File: config.mk
export PLATFORM = sky130hd
export DESIGN_NAME = irq_request_latch
export DESIGN_NICKNAME = d
export VERILOG_FILES = /design/src/rtl/irq_pkg.sv /design/src/rtl/sync_bit_vec.sv /design/src/rtl/irq_request_latch.sv
export SDC_FILE = /design/constraint.sdc
export NUM_CORES = 1
export LEC_CHECK = 0
export ABC_CLOCK_PERIOD_IN_PS = 2600
export CORE_UTILIZATION = 30
export DETAILED_ROUTE_END_ITERATION = 7
export PLACE_DENSITY = 0.64
export RECOVER_POWER = 100
export SYNTH_ARGS = -nofsm -noshare
export SYNTH_HDL_FRONTEND = slang
export SYNTH_SLANG_ARGS = --single-unit
export TNS_END_PERCENT = 1
File: constraint.sdc
create_clock -name clk -period 2.6 [get_ports clk]
set_clock_uncertainty 0.15 [all_clocks]
set_input_delay 0.65 -clock clk [delete_from_list [all_inputs] [get_ports clk]]
set_output_delay 0.65 -clock clk [all_outputs]
set_load 0.01 [all_outputs]
File: src/rtl/irq_pkg.sv
// Shared definitions for the interrupt request path feeding the 8-input priority encoder.
package irq_pkg;

  localparam int N_REQ = 8;
  localparam int IDX_W = 3;

  typedef logic [N_REQ-1:0] req_vec_t;
  typedef logic [IDX_W-1:0] req_idx_t;

endpackage

File: src/rtl/sync_bit_vec.sv
// Multi-flop synchroniser for a vector of independent asynchronous bits.
// Each bit is synchronised on its own; no cross-bit coherency is implied.
module sync_bit_vec #(
  parameter int WIDTH = 8,
  parameter int DEPTH = 2
) (
  input  logic             clk,
  input  logic             rst_n,
  input  logic [WIDTH-1:0] d,
  output logic [WIDTH-1:0] q
);

  logic [WIDTH-1:0] stage [DEPTH];

  // Shift chain: stage[0] may go metastable, later stages give it time to settle.
  always_ff @(posedge clk or negedge rst_n) begin
    if (!rst_n) begin
      for (int k = 0; k < DEPTH; k++) stage[k] <= '0;
    end else begin
      stage[0] <= d;
      for (int k = 1; k < DEPTH; k++) stage[k] <= stage[k-1];
    end
  end

  assign q = stage[DEPTH-1];

endmodule

File: src/rtl/irq_request_latch.sv
// Captures synchronised request lines as pending bits (edge or level mode), tracks
// overflow on re-requests, and presents the masked vector to the priority encoder.
module irq_request_latch #(
  parameter int N           = irq_pkg::N_REQ,
  parameter int IDX_W       = irq_pkg::IDX_W,
  parameter int SYNC_STAGES = 2
) (
  input  logic             clk,
  input  logic             rst_n,
  input  logic [N-1:0]     req_in,
  input  logic [N-1:0]     mask,
  input  logic             edge_mode,
  input  logic             ack_valid,
  input  logic [IDX_W-1:0] ack_idx,
  input  logic             clr_ovf,
  output logic [N-1:0]     a_out,
  output logic             en_out,
  output logic [N-1:0]     pending,
  output logic [N-1:0]     overflow
);

  import irq_pkg::*;

  logic [N-1:0] s;
  logic [N-1:0] s_d;
  logic [N-1:0] rise;
  logic [N-1:0] ack_vec;
  logic [N-1:0] pending_q;
  logic [N-1:0] overflow_q;
  logic         edge_mode_q;

  sync_bit_vec #(
    .WIDTH(N),
    .DEPTH(SYNC_STAGES)
  ) u_sync (
    .clk  (clk),
    .rst_n(rst_n),
    .d    (req_in),
    .q    (s)
  );

  assign rise = s & ~s_d;

  // Index values at or beyond N match no bit, so out-of-range acks fall through harmlessly.
  always_comb begin
    ack_vec = '0;
    for (int i = 0; i < N; i++) begin
      if (ack_valid && (int'(ack_idx) == i)) ack_vec[i] = 1'b1;
    end
  end

  // A mode switch flushes pending so stale level/edge state never leaks across modes.
  // In edge mode a fresh rise beats a same-cycle ack, and a new overflow beats clr_ovf.
  always_ff @(posedge clk or negedge rst_n) begin
    if (!rst_n) begin
      s_d         <= '0;
      edge_mode_q <= 1'b0;
      pending_q   <= '0;
      overflow_q  <= '0;
    end else begin
      s_d         <= s;
      edge_mode_q <= edge_mode;
      if (edge_mode != edge_mode_q) begin
        pending_q <= '0;
      end else if (edge_mode) begin
        pending_q  <= rise | (pending_q & ~ack_vec);
        overflow_q <= (overflow_q & ~{N{clr_ovf}}) | (rise & pending_q & ~ack_vec);
      end else begin
        pending_q  <= s;
        overflow_q <= overflow_q & ~{N{clr_ovf}};
      end
    end
  end

  assign pending  = pending_q;
  assign overflow = overflow_q;
  assign a_out    = pending_q & mask;
  assign en_out   = |a_out;

endmodule

==> impl_metrics.toml, run 1 <==
[global_routing]
grt_first_pass_wirelength_um = 4910
antenna_found_initial = 0
grt_max_degree = 42
track_usage_pct = 12.9
grt-ovfl-total = 0
grt_pass1_vias = 1029

[job]
cap_violations = 0

[placement]
portBuffers = 48
dpl_worst_slack_ns = -0.834
place_congestion = 0.728
dp.final_hpwl_um = 2170
dp_cells = 212
placed_area_sq_um = 2040

[setup_path]
crit_arrival_ns = 1.93
critPathCapture = "en_out"
reg2reg_depth = 4
critPathLaunch = "mask[1]"
crit-reg2reg-launch = "edge_mode_q"
path_class = "input pin to output pin"
cp-end-kind = "output pin"
critPathRequiredTime_ns = 1.80
start_kind = "input pin"
rrSetupSlack_ns = 1.23
worstPathMaxFanout = 2
r2r_end = "overflow[5]"

[clocking]
clock-sinks = 41
cts_hold_buf = 0
cts_root_buffer = "clkbuf_8"
clk_path_buf_depth = 2
tritoncts = "built"
clk_latency_ns = 0.29
clkTransAtPathRegs_ns = 0.06
cts_buffers = 5
h-tree-depth = 2

[die]
die_area_sq_um = 4990
rows = 24
start_util_pct = 31.8
die_y_um = 70.7
chipWidth_um = 70.7
num_io_pins = 49
core_area_sq_um = 4440

[route]
antenna_left = 0
wl_met2_um = 1320
wl_um = 2890
first_pass_iters = 6
detail_route.iter0.violations = 43
wl_met1_um = 1280
via_count = 1052
vias_per_cell = 4.80
dr_wl_met3_um = 245
wire_per_inst_um = 13.2
top_layer = "met4"
drc = 14

[logic_synthesis]
ys_types = 15
syn_area_sq_um = 1410
synth_ff_type = "dfrtp_1"
synth_commonest_cells = "dfrtp_1 (41), nand2_1 (11)"
synth-seq-cells = 41
async_flop_share_pct = 100
synth_edf_count = 0
syn_inst = 102
ys.warnings.count = 0
avgSynthCellArea_sq_um = 13.9
yosysMostFrequentCell = "dfrtp_1"
ys_seq_area_share_pct = 72.6
synthesis.nets = 126
synth_area_leader_cell = "dfrtp_1"
yosysTopAreaCellShare_pct = 72.6
synthTopCellsByArea = "dfrtp_1 (73%), o2bb2ai_1 (5.0%), nand3b_1 (4.2%)"

[finish]
fillers = 424
drive_above_1_share_pct = 19.8
nNetsFinal = 192
instances_no_fill = 219
syn_to_final_growth_pct = 49.7
stdcell_area_sq_um = 2120
utilization_pct = 47.6
diodes = 0

[pwr]
ir_drop_v = 0.000331
p_comb_share_pct = 14.5
swShare_pct = 22.8
total_power_mw = 1.24
power_density_nw_per_um2 = 584
intPower_mw = 0.954
switching_power_mw = 0.282
p_leak_nw = 0.972
clockPowerShare_pct = 29.5
seq_power_share_pct = 56.0

[timing]
rsz0062_at_grt = "yes"
final_hold_viol_count = 0
fin_ws_ns = -0.133
tns_ns = -0.133
fin_crit_sh_pct = 105
min_period_ns = 2.73
whs_ns = 0.199
setup_viol = 1
fmax_mhz = 366
slew_viol_final = 0
slew_headroom_pct = 37.1
worst_pin_slew_ns = 0.944

[status]
status = "finished with violations"
violations = "design-rule violations, negative setup slack"

[worst_hold_path]
min_path_type = "flip-flop to flip-flop"
## power by group through the flow
stage	logic (mW)	clock network (mW)	registers, mW
after floorplan	0.0517	0	0.710
after global placement	0.185	0	0.703
after detailed placement	0.189	0	0.705
after CTS	0.195	0.378	0.693
after global routing	0.198	0.405	0.697
final	0.179	0.364	0.693
## what timing repair did
item                                   in CTS  in global routing
cloned                                      0                  0
endpoints found under the hold margin       0                  0
pin swaps                                   7                  3
buffers inserted                            1                  0
gates resized for setup                    24                  6
setup endpoints to repair                   4                  2
## final cells by class
| cell class | instances | area [sq um] | share of cell area [%] |
|---|---|---|---|
| Sequential cell | 41 | 1030 | 48.5 |
| Timing Repair Buffer | 60 | 546 | 25.8 |
| Multi-Input combinational cell | 60 | 407 | 19.2 |
| Clock buffer | 5 | 68.8 | 3.25 |
| Tap cell | 52 | 65.1 | 3.07 |
| Clock inverter | 1 | 5.00 | 0.236 |
## logic make-up (layout without fill, tap and decap cells)
group,Yosys count,count (layout),synth area share (%)
compound gates,25,25,12.7
simple gates,35,35,14.4
buf+inv,1,66,0.265
flops,41,41,72.6
## state kept, by name, indices dropped and copies added, names as in the netlist
register      count
overflow          8
u_sync.q          8
s_d               8
pending           8
edge_mode_q       1
u_sync.stage      8
## metal layers
layer  GRT usage, %  up-vias
met5              0        -
met4           5.33        0
met3           4.84        5
met2           19.7       52
met1           16.7      497
li1               -      498
## cells in the final DEF (no fill, tap or decap), types with 3 or more instances in the layout
master / instances
dfrtp_1: 41
dlygate4sd3_1: 29
buf_4: 12
nand2_1: 11
nand3b_1: 8
o211ai_1: 8
o2bb2ai_1: 8
clkdlybuf4s50_1: 8
and2_4: 6
o21ai_0: 6
clkbuf_8: 5
nand2b_1: 3
## critical path: stages
cell	delay, ns
buf_6	0.09
and2_4	0.12
or4_4	0.51
or4_4	0.42
buf_6	0.13
## how the worst min path moves through the flow
stage          cells after the start          end        startpoint  slack [ns]
6_report                           0  u_sync.q[5]  u_sync.stage[13]        0.20
5_1_grt                            0  u_sync.q[3]  u_sync.stage[11]        0.20
4_1_cts                            0  u_sync.q[7]  u_sync.stage[15]        0.20
3_5_place_dp                       0  u_sync.q[3]  u_sync.stage[11]        0.19
3_3_place_gp                       0  u_sync.q[5]  u_sync.stage[13]        0.18
2_1_floorplan                      0  u_sync.q[0]   u_sync.stage[8]        0.18
No activity file was read; power rests on OpenSTA's default activity.
==> inputs of run 2 (changes only) <==
- CORE_ASPECT_RATIO: unset -> 1.25
==> impl_metrics.toml, run 2 (synthesis gave the netlist of run 1 again) <==
[placement]
dp_cells = 216
dpl_worst_slack_ns = -0.816
portBuffers = 48
dp.final_hpwl_um = 2110
place_congestion = 0.732

[finish]
mostFrequentLayoutCell = "dfrtp_1"
syn_to_final_growth_pct = 49.9
diodes = 0
drive_above_1_share_pct = 17.4
nNetsFinal = 190
mostFrequentLayoutCells = "dfrtp_1 (41), dlygate4sd3_1 (31), nand2_1 (11)"
instances_no_fill = 225

[pwr]
clockPowerShare_pct = 30.6
p_comb_share_pct = 13.9
ir_drop_v = 0.000227
p_leak_nw = 0.968
switching_power_mw = 0.283
seq_power_share_pct = 55.4
intPower_mw = 0.965
swShare_pct = 22.7
power_density_nw_per_um2 = 589

[die]
die_y_um = 78.8
start_util_pct = 31.7
num_io_pins = 49
die_area_sq_um = 4990
rows = 27
chipWidth_um = 63.4
core_area_sq_um = 4460

[clocking]
cts_buffers = 5
h-tree-depth = 2
cts_root_buffer = "clkbuf_8"
clk_path_buf_depth = 2
cts_hold_buf = 0
clk_latency_ns = 0.28
tritoncts = "built"
clock-sinks = 41
clkTransAtPathRegs_ns = 0.07

[route]
drc = 0
wl_um = 2840
wire_per_inst_um = 12.6
antenna_left = 0
detail_route.iter0.violations = 20
vias_per_cell = 4.59
via_count = 1032
first_pass_iters = 4

[setup_path]
critPathCapture = "en_out"
crit_chain = "clkbuf_2 -> and2_4 -> or4_4 -> or4_4 -> buf_6"
cp.buffers_inverters = 2
critPathRequiredTime_ns = 1.80
start_kind = "input pin"
cpMaxStageDelayCell = "or4_4"
crit-reg2reg-launch = "edge_mode_q"
critPathLaunch = "mask[2]"
cp-end-kind = "output pin"
reg2reg_depth = 4
path_class = "input pin to output pin"
worstPathMaxFanout = 2
crit_arrival_ns = 1.94
r2r_end = "overflow[1]"
cpMostUsedCell = "or4_4"
critPathTopFamily = "simple AND/OR/NAND/NOR gates"
max_stage_delay_ns = 0.51
rrSetupSlack_ns = 1.21
path_depth = 5

[status]
violations = "negative setup slack"
status = "finished with violations"

[worst_hold_path]
min_path_type = "flip-flop to flip-flop"

[timing]
fmax_mhz = 365
rsz0062_at_grt = "yes"
fin_crit_sh_pct = 105
min_period_ns = 2.74
slew_headroom_pct = 36.0
final_hold_viol_count = 0
worst_pin_slew_ns = 0.960
fin_ws_ns = -0.140
slew_viol_final = 0
setup_viol = 1

[global_routing]
grt_pass1_vias = 1107
track_usage_pct = 13.2
antenna_found_initial = 0
grt_max_degree = 42
grt_first_pass_wirelength_um = 5000
grt-ovfl-total = 0

[job]
cap_violations = 0
[run 2: cell types whose count changed in the layout (fill, tap and decap cells not counted)]
cell | previous run | this run
and2_0 | 1 | 2
and2_4 | 6 | 5
buf_4 | 12 | 10
clkbuf_1 | 2 | 4
clkdlybuf4s25_1 | 1 | 0
clkinv_2 | 1 | 0
dlygate4sd3_1 | 29 | 31
[run 2: how the worst min path moves through the flow]
stage                   to              from  slack (ns)  cells past startpoint
6_report       u_sync.q[3]  u_sync.stage[11]        0.20                      0
2_1_floorplan  u_sync.q[0]   u_sync.stage[8]        0.18                      0
5_1_grt        u_sync.q[6]  u_sync.stage[14]        0.21                      0
4_1_cts        u_sync.q[4]  u_sync.stage[12]        0.20                      0
3_5_place_dp   u_sync.q[4]  u_sync.stage[12]        0.19                      0
3_3_place_gp   u_sync.q[0]   u_sync.stage[8]        0.18                      0
[run 2: through the flow]
stage / hold slack [ns] / utilization, % / power, mW / TNS [ns] / cell area (sq um)
finish: 0.199 / 47.5 / 1.25 / -0.140 / 2120
global route: 0.213 / 47.5 / 1.31 / -0.189 / 2120
CTS: 0.202 / 47.4 / 1.28 / -0.212 / 2110
detailed placement: 0.186 / 45.5 / 0.889 / -1.01 / 2030
global placement: 0.183 / 45.5 / 0.884 / -0.994 / 2030
floorplan: 0.181 / - / 0.761 / 0 / 1420
[run 2: cell type report]
cell class,count,area [sq um]
Timing Repair Buffer,58,537
Fill cell,441,2340
Multi-Input combinational cell,60,404
Clock buffer,8,80.1
Sequential cell,41,1030
Tap cell,58,72.6
[run 2: worst register-to-register path: stages (launching register included)]
cell and delay, ns:
dfrtp_1 0.36, and2_0 0.16, clkbuf_1 0.32, nand3b_1 0.16, o2bb2ai_1 0.15
[run 2: routing by layer]
metal | share of wire, % | vias to the layer above | track usage, %
li1 | - | 500 | -
met1 | 40 | 480 | 14.3
met2 | 50 | 48 | 21.8
met3 | 8.3 | 4 | 4.45
met4 | 2.5 | 0 | 8.64
met5 | 0 | - | 0
[run 2: repair_timing]
| item | in CTS | in global routing |
|---|---|---|
| buffers inserted | 1 | 0 |
| pin swaps | 6 | 4 |
| resized for setup | 21 | 6 |
| setup endpoints to repair | 4 | 4 |
[run 2: power groups by stage]
stage / combinational [mW] / sequential (mW) / clock (mW)
floorplan: 0.0517 / 0.710 / 0
global placement: 0.182 / 0.702 / 0
detailed placement: 0.184 / 0.705 / 0
CTS: 0.187 / 0.692 / 0.397
global route: 0.190 / 0.696 / 0.426
finish: 0.174 / 0.692 / 0.382
